**src/rtl/toy_lsu_id_alloc.sv**
```systemverilog
// In-order LSU-ID allocator with group flow control, wrap-bit pointers and cancel rewind.
// Optional TOY_LSU_ALLOC_STAT_EN adds a saturating dispatch-stall counter output stall_cnt.
module toy_lsu_id_alloc #(
   parameter int unsigned S_CHANNEL = 4,
   parameter int unsigned DEPTH     = 16,
   parameter int unsigned FLUSH_CYC = 2
) (
   input  logic                                     clk,
   input  logic                                     rst_n,
   input  logic [S_CHANNEL-1:0]                     v_disp_vld,
   input  logic [S_CHANNEL-1:0]                     v_disp_is_mem,
   output logic                                     disp_rdy,
   output logic [S_CHANNEL-1:0][$clog2(DEPTH):0]    v_disp_lsu_id,
   input  logic [$clog2(DEPTH):0]                   lsu_buffer_rd_ptr,
   input  logic                                     cancel_en,
   output logic [$clog2(DEPTH):0]                   alloc_ptr,
   output logic [$clog2(DEPTH):0]                   free_cnt,
   output logic                                     alloc_err
`ifdef TOY_LSU_ALLOC_STAT_EN
   ,
   output logic [31:0]                              stall_cnt
`endif
);

   localparam int unsigned DW = $clog2(DEPTH);
   localparam int unsigned PW = DW + 1;
   localparam int unsigned CW = (FLUSH_CYC > 1) ? $clog2(FLUSH_CYC) : 1;

   typedef enum logic {RUN, FLUSH} state_t;

   state_t               state;
   logic [CW-1:0]        flush_cnt;
   logic [PW-1:0]        occ;
   logic [PW-1:0]        need;
   logic [S_CHANNEL-1:0] mem_vld;
   logic                 any_vld;
   logic                 fire;

   assign mem_vld  = v_disp_vld & v_disp_is_mem;
   assign any_vld  = |v_disp_vld;
   assign occ      = alloc_ptr - lsu_buffer_rd_ptr;
   assign free_cnt = (occ > PW'(DEPTH)) ? '0 : PW'(DEPTH) - occ;
   assign disp_rdy = (state == RUN) && !cancel_en && (free_cnt >= PW'(S_CHANNEL));
   assign fire     = any_vld && disp_rdy;

   // Each channel's ID is alloc_ptr plus the count of memory ops on lower channels.
   always_comb begin
      need = '0;
      for (int unsigned i = 0; i < S_CHANNEL; i++) begin
         v_disp_lsu_id[i] = alloc_ptr + need;
         need             = need + PW'(mem_vld[i]);
      end
   end

   always_ff @(posedge clk or negedge rst_n) begin
      if (!rst_n) begin
         alloc_ptr <= '0;
         state     <= RUN;
         flush_cnt <= '0;
         alloc_err <= 1'b0;
      end else begin
         if (occ > PW'(DEPTH)) begin
            alloc_err <= 1'b1;
         end
         // Cancel wins over any same-cycle fire and restarts the flush window.
         if (cancel_en) begin
            alloc_ptr <= '0;
            state     <= FLUSH;
            flush_cnt <= CW'(FLUSH_CYC - 1);
         end else begin
            if (fire) begin
               alloc_ptr <= alloc_ptr + need;
            end
            if (state == FLUSH) begin
               if (flush_cnt == '0) begin
                  state <= RUN;
               end else begin
                  flush_cnt <= flush_cnt - 1'b1;
               end
            end
         end
      end
   end

`ifdef TOY_LSU_ALLOC_STAT_EN
   always_ff @(posedge clk or negedge rst_n) begin
      if (!rst_n) begin
         stall_cnt <= '0;
      end else if (any_vld && !disp_rdy && (stall_cnt != '1)) begin
         stall_cnt <= stall_cnt + 1'b1;
      end
   end
`endif

endmodule

```
**config.mk**
```make
export PLATFORM = sky130hd
export DESIGN_NAME = toy_lsu_id_alloc
export DESIGN_NICKNAME = d
export VERILOG_FILES = /design/src/rtl/toy_lsu_id_alloc.sv
export SDC_FILE = /design/constraint.sdc
export NUM_CORES = 1
export LEC_CHECK = 0
export CAP_MARGIN = 25
export CORE_ASPECT_RATIO = 2
export CORE_MARGIN = 8
export CORE_UTILIZATION = 43
export CTS_BUF_LIST = sky130_fd_sc_hd__clkbuf_16
export DETAILED_ROUTE_END_ITERATION = 16
export DONT_BUFFER_PORTS = 1
export GPL_ROUTABILITY_DRIVEN = 0
export PLACE_DENSITY = 0.6
export SKIP_CTS_REPAIR_TIMING = 1
export SYNTH_ARGS = -nofsm -noshare
export SYNTH_HDL_FRONTEND = slang
export SYNTH_SLANG_ARGS = --single-unit
export TNS_END_PERCENT = 1
```
**constraint.sdc**
```tcl
create_clock -name clk -period 6.85 [get_ports clk]
set_input_delay 1.7125 -clock clk [delete_from_list [all_inputs] [get_ports clk]]
set_output_delay 1.7125 -clock clk [all_outputs]
set_load 0.02 [all_outputs]
```
==> flow_summary_export.csv <==
group,metric,value,unit
yosys,ys.flop_type,"dfrtp_1",
floorplan,die_area,4770,µm²
floorplan,die_h,90.0,µm
cts,insertion_delay,230,ps
final_layout,antenna_cells,0,
yosys,async_flop_share,1.00,
floorplan,num_io_pins,48,
yosys,ys_warn_count,0,
final_layout,nNetsFinal,161,
floorplan,dieWidth,53.0,µm
grt,grt_pass1_vias,899,
final_layout,fillers,270,
floorplan,core-area,2670,µm²
floorplan,initial_core_util,0.442,
grt,grt.total_usage,0.119,
cts,clock-sinks,8,
floorplan,rows,27,
worst_setup_path,start_kind,"primary input",
placed_design,dp_cells,148,
yosys,synth_edf_count,0,
sta,tightest_slew,757,ps
sta,fmax,186,MHz
grt,grt_pass1_wl,4.41,mm
final_layout,area_growth,4.25,%
final_layout,final_util,0.460,
cts,clockBufferDepth,2,
status,status,"finished clean",
sta,finalClockSkew,2.18,ps
drt,routedWlPerCell,17.1,µm
run,max-cap-violations,0,
sta,min_period_over_period,0.785,
drt,dr_total_vias,820,
worst_setup_path,cp.required,5140,ps
yosys,netlist_area,1180,µm²
final_layout,stdcell_count,151,
yosys,synth_area_leaders,"dfrtp_1 17%, ha_1 16%, fa_1 10%, xnor2_1 5.9%, nor2_1 4.5%",
drt,drc_errors,0,
worst_hold_path,hold_class,"flop to flop",
power_and_ir_drop,irDropWorstVdd,120,µV
yosys,ys_types,38,
sta,min_period,5380,ps
drt,firstDrtPassIters,4,
yosys,synth_area_per_cell,9.21,µm²
yosys,ys_seq_area_frac,0.170,
drt,vias_per_cell,5.43,
yosys,yosys.area.top_type,"dfrtp_1",
placed_design,hpwl,2.21,mm
worst_setup_path,path_max_fanout,5,
grt,antenna_found_initial,0,
yosys,synth_top_area_share,0.170,
power_and_ir_drop,powerDensity,212,nW/µm²
drt,drt_iter0_markers,11,
drt,postRouteAntennaNets,0,
grt,grt_overflow,0,
final_layout,seqCellArea,200,µm²
sta,setup_violations,0,
worst_setup_path,cp.arrival,3660,ps
sta,slew_headroom,0.495,
power_and_ir_drop,p_leak,0.000606,µW
cts,cts_root_buffer,"clkbuf_16",
placed_design,io_buffers,0,
yosys,synth-seq-cells,8,
cts,cts_tree,"built",
sta,fin_setup_tns,0,ps
yosys,syn-instance-count,128,
cts,htree_levels,1,
worst_setup_path,worst_setup_path_end_kind,"primary output",
sta,hold_viol_final,0,
drt,routed_wl,2.58,mm
cts,clk_pin_slew_worst_paths,40,ps
final_layout,drive_gt1_frac,0.115,
yosys,syn-num-nets,165,
final_layout,multi_input_area,872,µm²
cts,cts_inserted_buffers,3,
grt,grt_max_degree,14,
sta,maxSlewViolCount,0,
worst_setup_path,path_class,"primary input to primary output",
sta,grt_setup_unrepaired,"no",
## layout by cell type (no fill, tap or decap), drive strengths merged
cell type / n
a211oi: 3
a21boi: 1
a21o: 6
a21oi: 5
and2: 4
and3: 1
and3b: 1
clkbuf: 3
dfrtp: 8
fa: 6
ha: 15
inv: 12
mux2: 2
mux2i: 1
nand2: 6
nand2b: 2
nand3: 5
nand3b: 1
nor2: 14
nor2b: 3
nor3b: 2
nor4: 1
o211ai: 1
o21ai: 2
o31ai: 1
o32ai: 1
or2: 1
xnor2: 9
xor2: 5
## cell usage after synthesis (2+ instances only)
| master | number |
|---|---|
| ha_1 | 15 |
| nor2_1 | 14 |
| inv_1 | 12 |
| dfrtp_1 | 8 |
| xnor2_1 | 8 |
| a21o_1 | 6 |
| fa_1 | 6 |
| nand2_1 | 6 |
| buf_4 | 5 |
| a21oi_1 | 4 |
| and2_1 | 4 |
| nand3_1 | 4 |
| xor2_1 | 4 |
| nor2b_1 | 3 |
| a211oi_1 | 2 |
| clkbuf_1 | 2 |
| mux2_4 | 2 |
| nand2b_1 | 2 |
| nor3b_1 | 2 |
## worst paths after layout
check	slack, ps	cells after the start	startpoint	endpoint
max in group asynchronous	5600	0	rst_n	alloc_ptr[2]$_DFFE_PN0P_
min in group asynchronous	1180	0	rst_n	state$_DFF_PN0_
max	1470	7	lsu_buffer_rd_ptr[0]	disp_rdy
min reg2reg	470	1	flush_cnt$_DFFE_PN0N_	state$_DFF_PN0_
max reg2reg	3630	8	alloc_ptr[1]$_DFFE_PN0P_	alloc_ptr[4]$_DFFE_PN0P_
min	470	1	flush_cnt$_DFFE_PN0N_	state$_DFF_PN0_
## flip-flops by register name, summed over array words and instances, names as in the netlist
| register | flops |
|---|---|
| alloc_err | 1 |
| alloc_ptr | 5 |
| flush_cnt | 1 |
| state | 1 |
## power by group
group | leakage [µW] | internal [µW] | switching [µW] | total, µW
clock | 0.0000370 | 75.2 | 22.8 | 98.1
combinational | 0.000469 | 35.8 | 64.6 | 100
sequential | 0.0000995 | 50.1 | 12.2 | 62.3
## critical path, stage by stage
cell	delay, ps
ha_1	190
fa_1	530
ha_1	230
or2_2	150
a211oi_2	90
o32ai_1	130
nor3b_1	620
## logic make-up (layout without fill, tap and decap cells)
family,Yosys count,in the layout,share of synthesized area
AND/OR/NAND/NOR,41,41,0.179
adder cells (fa/ha/maj),21,21,0.261
buffers and inverters,21,15,0.0902
AO/OA/AOI/OAI,20,20,0.139
XOR/XNOR,14,14,0.126
flip-flops,8,8,0.170
multiplexers,3,3,0.0340
## routing by layer
layer,share of wire,global-route usage
met1,0.37,0.132
met2,0.51,0.192
met3,0.099,0.0462
met4,0.014,0.0457
met5,0,0
## per-stage QoR
step	setup slack, ps	cell area, µm²	hold WS (ps)	power [µW]
after floorplan	1600	1180	454	153
after global placement	1470	1150	472	165
after detailed placement	1450	1150	466	167
after CTS	1440	1230	474	266
after global routing	1300	1230	500	279
final	1470	1230	472	261
## layout make-up
| cell class | instances | area share |
|---|---|---|
| sequential | 8 | 0.163 |
| inverter | 12 | 0.0367 |
| clock buffer | 3 | 0.0611 |
| multi-input combinational | 99 | 0.710 |
| tap | 29 | 0.0295 |
Note: power is estimated with default switching activity, not from simulation.
